--- src/rtl/piano_tiles_pkg.sv ---
// Shared constants for the piano-tiles display path: 3-3-3 RGB colours,
// drawer state encoding and default coordinate widths.
package piano_tiles_pkg;

  localparam int X_W_DEF     = 10;
  localparam int Y_W_DEF     = 9;
  localparam int COLOR_W_DEF = 9;

  localparam logic [8:0] TILE_COLOR = 9'h000;
  localparam logic [8:0] BG_COLOR   = 9'h1FF;
  localparam logic [8:0] GRID_COLOR = 9'h092;

  typedef enum logic [1:0] {
    ST_IDLE,
    ST_SELECT,
    ST_DRAW,
    ST_DONE
  } draw_state_e;

endpackage

--- src/rtl/tile_pixel_scanner.sv ---
// Cell-local raster counters: px runs fastest, last flags the final pixel of a tile.
module tile_pixel_scanner #(
  parameter int TILE_W = 40,
  parameter int TILE_H = 30,
  parameter int PX_W   = $clog2(TILE_W > 1 ? TILE_W : 2),
  parameter int PY_W   = $clog2(TILE_H > 1 ? TILE_H : 2)
) (
  input  logic            clock,
  input  logic            resetn,
  input  logic            clear,
  input  logic            enable,
  output logic [PX_W-1:0] px,
  output logic [PY_W-1:0] py,
  output logic            last
);

  logic [PX_W-1:0] px_q;
  logic [PY_W-1:0] py_q;

  always_ff @(posedge clock or negedge resetn) begin
    if (!resetn) begin
      px_q <= '0;
      py_q <= '0;
    end else if (clear) begin
      px_q <= '0;
      py_q <= '0;
    end else if (enable) begin
      if (px_q == PX_W'(TILE_W - 1)) begin
        px_q <= '0;
        py_q <= (py_q == PY_W'(TILE_H - 1)) ? '0 : py_q + PY_W'(1);
      end else begin
        px_q <= px_q + PX_W'(1);
      end
    end
  end

  assign px   = px_q;
  assign py   = py_q;
  assign last = (px_q == PX_W'(TILE_W - 1)) && (py_q == PY_W'(TILE_H - 1));

endmodule

--- src/rtl/tile_board_drawer.sv ---
// Renders a LANES x ROWS tile board into the VGA adapter write port, one pixel
// per clock, repainting only changed cells. Define TILE_GRID_EN for grid lines.
module tile_board_drawer
  import piano_tiles_pkg::*;
#(
  parameter int LANES   = 4,
  parameter int ROWS    = 4,
  parameter int TILE_W  = 40,
  parameter int TILE_H  = 30,
  parameter int X0      = 0,
  parameter int Y0      = 0,
  parameter int X_W     = X_W_DEF,
  parameter int Y_W     = Y_W_DEF,
  parameter int COLOR_W = COLOR_W_DEF
) (
  input  logic                   clock,
  input  logic                   resetn,
  input  logic                   start,
  input  logic                   full,
  input  logic [LANES*ROWS-1:0]  board,
  output logic                   busy,
  output logic                   done,
  output logic [X_W-1:0]         x,
  output logic [Y_W-1:0]         y,
  output logic [COLOR_W-1:0]     color,
  output logic                   plot
);

  localparam int CELLS  = LANES * ROWS;
  localparam int CELL_W = $clog2(CELLS > 1 ? CELLS : 2);
  localparam int LANE_W = $clog2(LANES > 1 ? LANES : 2);
  localparam int PX_W   = $clog2(TILE_W > 1 ? TILE_W : 2);
  localparam int PY_W   = $clog2(TILE_H > 1 ? TILE_H : 2);

  draw_state_e          state_q;
  logic [CELLS-1:0]     cur_q, prev_q;
  logic                 force_q, force_pending_q;
  logic [LANE_W-1:0]    lane_q;
  logic [CELL_W-1:0]    cell_q;
  logic [X_W-1:0]       xbase_q, x_q;
  logic [Y_W-1:0]       ybase_q, y_q;
  logic [COLOR_W-1:0]   color_q;
  logic                 plot_q, busy_q, done_q;

  logic [PX_W-1:0]      px;
  logic [PY_W-1:0]      py;
  logic                 scan_last;

  tile_pixel_scanner #(
    .TILE_W (TILE_W),
    .TILE_H (TILE_H),
    .PX_W   (PX_W),
    .PY_W   (PY_W)
  ) u_scanner (
    .clock  (clock),
    .resetn (resetn),
    .clear  (state_q == ST_SELECT),
    .enable (state_q == ST_DRAW),
    .px     (px),
    .py     (py),
    .last   (scan_last)
  );

  logic               cell_bit, dirty, last_cell, lane_last, row_wrap;
  logic [COLOR_W-1:0] cell_color, first_color, step_color;
  logic [LANE_W-1:0]  lane_d;
  logic [X_W-1:0]     xbase_d;
  logic [Y_W-1:0]     ybase_d;

  always_comb begin
    cell_bit   = cur_q[cell_q];
    dirty      = force_q | (cell_bit ^ prev_q[cell_q]);
    last_cell  = (cell_q == CELL_W'(CELLS - 1));
    lane_last  = (lane_q == LANE_W'(LANES - 1));
    row_wrap   = (px == PX_W'(TILE_W - 1));
    cell_color = cell_bit ? COLOR_W'(TILE_COLOR) : COLOR_W'(BG_COLOR);
`ifdef TILE_GRID_EN
    // Colour is for the pixel after the current one: it lands on px==0 after a
    // row wrap, and on py==0 anywhere in the first row.
    first_color = COLOR_W'(GRID_COLOR);
    step_color  = (row_wrap || (py == '0)) ? COLOR_W'(GRID_COLOR) : cell_color;
`else
    first_color = cell_color;
    step_color  = cell_color;
`endif
    // Base accumulators step one tile right, or back to X0 and one tile down.
    lane_d  = lane_last ? '0 : lane_q + LANE_W'(1);
    xbase_d = lane_last ? X_W'(X0) : xbase_q + X_W'(TILE_W);
    ybase_d = lane_last ? ybase_q + Y_W'(TILE_H) : ybase_q;
  end

  always_ff @(posedge clock or negedge resetn) begin
    if (!resetn) begin
      state_q         <= ST_IDLE;
      cur_q           <= '0;
      prev_q          <= '0;
      force_q         <= 1'b0;
      force_pending_q <= 1'b1;
      lane_q          <= '0;
      cell_q          <= '0;
      xbase_q         <= '0;
      ybase_q         <= '0;
      x_q             <= '0;
      y_q             <= '0;
      color_q         <= '0;
      plot_q          <= 1'b0;
      busy_q          <= 1'b0;
      done_q          <= 1'b0;
    end else begin
      case (state_q)
        ST_IDLE: begin
          if (start) begin
            cur_q   <= board;
            force_q <= full | force_pending_q;
            lane_q  <= '0;
            cell_q  <= '0;
            xbase_q <= X_W'(X0);
            ybase_q <= Y_W'(Y0);
            busy_q  <= 1'b1;
            state_q <= ST_SELECT;
          end
        end
        ST_SELECT: begin
          if (dirty) begin
            state_q <= ST_DRAW;
            plot_q  <= 1'b1;
            x_q     <= xbase_q;
            y_q     <= ybase_q;
            color_q <= first_color;
          end else if (last_cell) begin
            state_q <= ST_DONE;
            done_q  <= 1'b1;
          end else begin
            lane_q  <= lane_d;
            cell_q  <= cell_q + CELL_W'(1);
            xbase_q <= xbase_d;
            ybase_q <= ybase_d;
          end
        end
        ST_DRAW: begin
          if (scan_last) begin
            plot_q <= 1'b0;
            if (last_cell) begin
              state_q <= ST_DONE;
              done_q  <= 1'b1;
            end else begin
              state_q <= ST_SELECT;
              lane_q  <= lane_d;
              cell_q  <= cell_q + CELL_W'(1);
              xbase_q <= xbase_d;
              ybase_q <= ybase_d;
            end
          end else begin
            color_q <= step_color;
            if (row_wrap) begin
              x_q <= xbase_q;
              y_q <= ybase_q + Y_W'(py) + Y_W'(1);
            end else begin
              x_q <= x_q + X_W'(1);
            end
          end
        end
        ST_DONE: begin
          state_q         <= ST_IDLE;
          busy_q          <= 1'b0;
          done_q          <= 1'b0;
          prev_q          <= cur_q;
          force_pending_q <= 1'b0;
        end
        default: state_q <= ST_IDLE;
      endcase
    end
  end

  assign busy  = busy_q;
  assign done  = done_q;
  assign x     = x_q;
  assign y     = y_q;
  assign color = color_q;
  assign plot  = plot_q;

endmodule
--- config.mk ---
export PLATFORM = sky130hd
export DESIGN_NAME = tile_board_drawer
export DESIGN_NICKNAME = d
export VERILOG_FILES = /design/src/rtl/piano_tiles_pkg.sv /design/src/rtl/tile_pixel_scanner.sv /design/src/rtl/tile_board_drawer.sv
export SDC_FILE = /design/constraint.sdc
export NUM_CORES = 1
export LEC_CHECK = 0
export CAP_MARGIN = 20
export CORE_MARGIN = 1
export CORE_UTILIZATION = 35
export DETAILED_ROUTE_END_ITERATION = 10
export GPL_TIMING_DRIVEN = 0
export HOLD_SLACK_MARGIN = 0.12
export PLACE_DENSITY = 0.57
export REMOVE_ABC_BUFFERS = 1
export SETUP_SLACK_MARGIN = 0.2
export SLEW_MARGIN = 20
export SYNTH_ARGS = -nofsm -noshare
export SYNTH_HDL_FRONTEND = slang
export SYNTH_SLANG_ARGS = --single-unit
--- constraint.sdc ---
create_clock -name clock -period 5.6 [get_ports clock]
set_input_delay 0.56 -clock clock [delete_from_list [all_inputs] [get_ports clock]]
set_output_delay 0.56 -clock clock [all_outputs]
set_load 0.01 [all_outputs]
Yosys cells after proc, flatten, opt, wreduce, memory -nomap -nowiden
Cells that the tools add are included.
- output and inout port bits: 31
- bits in registers: 103
- eq/ne operators: 14
- muxes and demuxes: 61
- order comparisons: 1
- reduce and logical (&&, ||, !) cells: 16
- bitwise logic cells: 3
- $add $sub $neg: 9
- operators by type and width (kind ; number):
    two-way mux 9 bit ; 11
    two-way mux 10 bit ; 8
    one-hot mux 9 bit (2 select lines) ; 2
    one-hot mux 10 bit (3 select lines) ; 1
    one-hot mux 9 bit (3 select lines) ; 1
    two-way mux 2 bit ; 10
    two-way mux 5 bit ; 4
    one-hot mux 10 bit (2 select lines) ; 1
    two-way mux 6 bit ; 3
    two-way mux 4 bit ; 4
    inequality test 2 bit, second input constant ; 6
    one-hot mux 4 bit (3 select lines) ; 1
    AND reduction 3 bit ; 4
    adder 10 x 1 -> 10 bit, second input constant ; 1
    adder 10 x 6 -> 10 bit, second input constant ; 1
    adder 9 x 1 -> 9 bit, second input constant ; 1
    adder 9 x 5 -> 9 bit ; 1
    adder 9 x 5 -> 9 bit, second input constant ; 1
    binary-select mux 1 bit (select 4 bit) ; 2
    two-way mux 1 bit ; 8
    one-hot mux 2 bit (4 select lines) ; 1
    AND reduction 4 bit ; 2
    adder 6 x 1 -> 6 bit, second input constant ; 1
    equality test 2 bit, second input constant ; 3
    19 further kinds ; 26

Logic depth before layout (Yosys ltp)
- word-level depth: 6
- gate-level depth with buffers: 10
- mapped depth without buffers: 8

Cells and area by module
Synthesis repeated with hierarchy kept, for this count alone.
- cell total of the unflattened synthesis: 481
- area total of the unflattened synthesis: 5101.1 um2
- by module, submodules not included (module ; seq. area each (um2) ; instances ; cells each ; area each (um2)):
    tile_board_drawer ; 2003.2 ; 1 ; 416 ; 4470.5
    tile_pixel_scanner ; 275.3 ; 1 ; 65 ; 630.6

Least setup slack after synthesis
No wires, ideal clock.
- path kind: reg-to-reg
- from: register cell_q[2]
- to: register y_q[3] (netlist: y[3])
- period minus slack after synthesis: 2.402 ns
- data arrival time: 2.278 ns
- data required time: 5.475 ns
- setup time: 0.125 ns
- setup slack: 3.198 ns
- stages on the path, launching flop included: 9
- cells stage by stage: dfrtp_1 > buf_6 > buf_6 > mux4_2 > mux2i_4 > xor2_2 > o22a_2 > o21ai_2 > mux2_2
- word-level cells in the longest chain between the ends: 6
- elaborated cells on any way between the ends: 8
- classes of those cells: eq/ne: 1; mux: 4; bitwise: 2; reduce/logical: 1
- RTL lines (item ; line ; text):
    start, declared ; tile_board_drawer.sv:39 ; logic [CELL_W-1:0] cell_q;
    start signal, assigned ; tile_board_drawer.sv:135 ; cell_q <= cell_q + CELL_W'(1);
    start signal, assigned ; tile_board_drawer.sv:149 ; cell_q <= cell_q + CELL_W'(1);
    binary-select mux 1 bit (select 4 bit) (on tied branches) ; tile_board_drawer.sv:71, tile_board_drawer.sv:72 ;
    two-way mux 1 bit (on tied branches) ; tile_board_drawer.sv:71, tile_board_drawer.sv:72 ;
    XOR 1 bit * ; tile_board_drawer.sv:72 ; dirty = force_q | (cell_bit ^ prev_q[cell_q]);
    OR 1 bit * ; tile_board_drawer.sv:72 ;
    inequality test 2 bit (no source line) * ; -- ;
    AND reduction 4 bit (no source line) * ; -- ;
    end signal, assigned ; tile_board_drawer.sv:128 ; y_q <= ybase_q;
    end signal, assigned ; tile_board_drawer.sv:157 ; y_q <= ybase_q + Y_W'(py) + Y_W'(1);
    end, declared ; tile_board_drawer.sv:41 ; logic [Y_W-1:0] ybase_q, y_q;
Mark *: on every way between the ends. The rest lies on a longest branch, timed or not. The select of a mux whose other input is x is not followed.
A chain may end at the register's enable or synchronous reset.

Worst setup path after layout
- from: register cell_q[2]
- to: register ybase_q[4]
- word-level cells in the longest chain between the ends: 6
- elaborated cells on any way between the ends: 13
- classes of those cells: eq/ne: 2; mux: 8; bitwise: 2; reduce/logical: 1
- RTL lines (item ; line ; text):
    binary-select mux 1 bit (select 4 bit) (on tied branches) ; tile_board_drawer.sv:71, tile_board_drawer.sv:72 ;
    two-way mux 1 bit (on tied branches) ; tile_board_drawer.sv:71, tile_board_drawer.sv:72 ;
    XOR 1 bit ; tile_board_drawer.sv:72 ;
    OR 1 bit ; tile_board_drawer.sv:72 ;
    inequality test 2 bit (no source line) ; -- ;
    AND reduction 4 bit (no source line) ; -- ;
    end signal, assigned ; tile_board_drawer.sv:118 ; ybase_q <= Y_W'(Y0);
    end signal, assigned ; tile_board_drawer.sv:137 ; ybase_q <= ybase_d;
    end signal, assigned ; tile_board_drawer.sv:151 ; ybase_q <= ybase_d;
    end, declared ; tile_board_drawer.sv:41 ;
Parallel ways exist; a longest one is shown, timed or not. The select of a mux whose other input is x is not followed.

==> results.sh <==
export IMPL_outcome="finished clean"
export IMPL_area_growth_pct=18.0
export IMPL_synth_common_cells="90 x dfrtp_1, 44 x o21ai_0, 40 x nand2_1"
export IMPL_crit_required_ps=5850
export IMPL_grt_max_degree=56
export IMPL_min_period_ps=3150
export IMPL_clk_latency_ps=360
export IMPL_dr_total_vias=3805
export IMPL_sequentialPowerShare_pct=33.1
export IMPL_setup_viol_count_final=0
export IMPL_syn_cell_area_um2=5030
export IMPL_viasPerCell=5.50
export IMPL_grt_antenna_before_repair=0
export IMPL_gp_congestion=0.770
export IMPL_hold_slack_ps=479
export IMPL_postRouteAntennaNets=0
export IMPL_cellPowerDensity_nw_per_um2=603
export IMPL_period_share_pct=56.2
export IMPL_fin_tns_setup_ps=0
export IMPL_start_util_pct=36.1
export IMPL_end_kind="flop"
export IMPL_crit_start="cell_q[2]"
export IMPL_power_frac_comb_pct=49.8
export IMPL_cp_max_fo=14
export IMPL_drt_total_wl_um=10900
export IMPL_overflow=0
export IMPL_routedWlPerCell_um=15.7
export IMPL_clockRootBuffer="clkbuf_16"
export IMPL_cts_tree="built"
export IMPL_ys_types=59
export IMPL_yosysMostFrequentCell="dfrtp_1"
export IMPL_synth_compound_area_share_pct=16.7
export IMPL_timing_fmax_ghz=0.318
export IMPL_place_area_um2=5620
export IMPL_hold_start="lane_q[0]"
export IMPL_fin_area_um2=5930
export IMPL_worst_slew_pin_slew_ps=893
export IMPL_leakage_nw=2.47
export IMPL_fp_dieH_um=122
export IMPL_rsz0062_at_grt="no"
export IMPL_peakVddDrop_mv=0.236
export IMPL_placed_cells=675
export IMPL_ys_async_sr_fraction_pct=100
export IMPL_synth_top_family_by_area="compound AO/OA/AOI/OAI gates"
export IMPL_hold_viol=0
export IMPL_numClockSinks=91
export IMPL_arrival_ps=3390
export IMPL_diodes=0
export IMPL_start_kind="flop"
export IMPL_power_mw=3.58
export IMPL_fin_skew_ps=11.3
export IMPL_r2r_start="cell_q[2]"
export IMPL_fp_dieArea_um2=14800
export IMPL_die_w_um=122
export IMPL_synth_cells=473
export IMPL_numPortBuffers=50
export IMPL_min_path_type="reg2reg"
export IMPL_internal_power_mw=2.06
export IMPL_post_dp_hpwl_um=7860
export IMPL_grt_pass1_wl_um=18800
export IMPL_synth_top_cell_by_area="dfrtp_1"
export IMPL_crit_type="reg2reg"
export IMPL_ys_top_cells_by_area="dfrtp_1 45%, mux2_2 7.8%, o21ai_0 4.4%"
export IMPL_avgSynthCellArea_um2=10.6
export IMPL_muxShareOfSynthArea_pct=14.9
export IMPL_final_cell_count_no_fill=692
export IMPL_drv_slew=0
export IMPL_switching_share_pct=42.5
export IMPL_fin_nets=544
export IMPL_drc=0
export IMPL_ys_dominant_reg_cell="dfrtp_1"
export IMPL_synth_top_area_share_pct=44.8
export IMPL_switching_power_mw=1.52
export IMPL_maxCapViolCount=0
export IMPL_synthSimpleGateAreaFrac_pct=12.2
export IMPL_grt_pass1_vias=3779
export IMPL_cts_resized=0
export IMPL_clockPowerShare_pct=17.1
export IMPL_clk_pin_slew_ps=70
export IMPL_fp_coreArea_um2=13900
export IMPL_synth_edf_count=0
export IMPL_ios=51
export IMPL_max_slew_margin_pct=40.4
export IMPL_synth_xor_area_share_pct=2.04
export IMPL_numCtsBuffers=9
export IMPL_drtIter0Drc=178
export IMPL_layout_drive_gt1_share_pct=15.0
export IMPL_max_clock_path_buffers=2
export IMPL_drtPass1Iterations=4
export IMPL_synth_seq_cells=91
export IMPL_row_count=43
export IMPL_htreeDepth=3
export IMPL_grtUsageTotal_pct=16.2
export IMPL_synth_seq_area_share_pct=45.3
export IMPL_synthAdderAreaFrac_pct=4.38
export IMPL_yosys_warnings=0
## registers in the layout (all words and copies together) (netlist names), 2 cells and up
name,cells
cell_q,4
cur_q,16
lane_q,2
prev_q,16
state_q,2
u_scanner.px,6
u_scanner.py,5
x,10
xbase_q,7
y,9
ybase_q,8
## placed cells by master (no fill, tap or decap), types with 6 or more instances in the layout
| cell | netlist | layout |
|---|---|---|
| dfrtp_1 | 90 | 90 |
| or2_2 | 6 | 6 |
| nand3_1 | 16 | 16 |
| and2_1 | 6 | 6 |
| nand4_1 | 9 | 9 |
| mux2i_1 | 8 | 8 |
| clkdlybuf4s50_1 | 0 | 49 |
| clkbuf_16 | 0 | 9 |
| a2bb2oi_1 | 7 | 7 |
| a31oi_1 | 7 | 7 |
| nor3_1 | 14 | 14 |
| o31ai_1 | 13 | 13 |
| a21oi_1 | 11 | 11 |
| nor2_1 | 20 | 20 |
| inv_1 | 16 | 16 |
| ha_1 | 16 | 16 |
| mux2_2 | 35 | 35 |
| mux4_2 | 8 | 8 |
| o21ai_0 | 44 | 42 |
| nand2_1 | 40 | 40 |
## kinds of logic (layout without fill, tap and decap cells)
family                     Yosys count  after routing
and+or+nand+nor                    127            127
AOI/OAI and AO/OA                  124            124
DFF                                 91             91
muxes                               58             58
buffers and inverters               46             85
adders and majority gates           17             17
xor gates and xnor gates            10             10
## per-stage QoR
step	worst slack [ps]	utilization (%)
3_3_place_gp	509	40.1
3_5_place_dp	2500	40.3
2_1_floorplan	2980	-
4_1_cts	2430	42.6
5_1_grt	2230	42.6
6_report	2450	42.6
## what timing repair did
| action | 4_1_cts | 5_1_grt |
|---|---|---|
| hold buffers | 1 | 0 |
| buffers inserted | 0 | 0 |
| endpoints found under the setup margin | 0 | 0 |
| endpoints found under the hold margin | 20 | 0 |
## power by group through the flow
stage | Sequential [mW] | Combinational, mW | Clock, mW
6_report | 1.18 | 1.78 | 0.612
5_1_grt | 1.23 | 1.97 | 0.653
4_1_cts | 1.19 | 1.79 | 0.631
3_5_place_dp | 1.20 | 1.78 | 0
3_3_place_gp | 1.19 | 1.74 | 0
2_1_floorplan | 1.16 | 1.24 | 0
## area by class of cell
type	count	area (µm²)
Multi-Input combinational cell	336	2520
Inverter	17	63.8
Fill cell	1327	8000
Tap cell	180	225
Timing Repair Buffer	52	539
Clock buffer	9	225
Sequential cell	91	2280
Clock inverter	7	81.3
## per-layer routing
metal / global-route usage [%] / part of all wire [%] / vias up
met1: 21.2 / 46 / 1879
li1: - / - / 1832
met4: 6.71 / 2.1 / 0
met5: 0 / 0 / -
met3: 3.51 / 3.5 / 17
met2: 26.1 / 48 / 77
## critical path, stage by stage (launching register included)
cell,delay [ps]
dfrtp_1,730
mux4_2,600
mux2i_2,250
xor2_2,180
o221ai_2,490
nand2_1,360
a221o_1,420
## final timing paths
| path | endpoint | slack (ps) | depth (start not counted) |
|---|---|---|---|
| worst max-delay path | ybase_q[4] | 2450 | 6 |
| worst min-delay path | lane_q[0] | 480 | 1 |
| worst max register to register | ybase_q[4] | 2450 | 6 |
| worst min register to register | lane_q[0] | 480 | 1 |
| max in group asynchronous | force_pending_q | 4290 | 3 |
| min in group asynchronous | x[8] | 670 | 2 |
No activity file was read; power rests on OpenSTA's default activity.
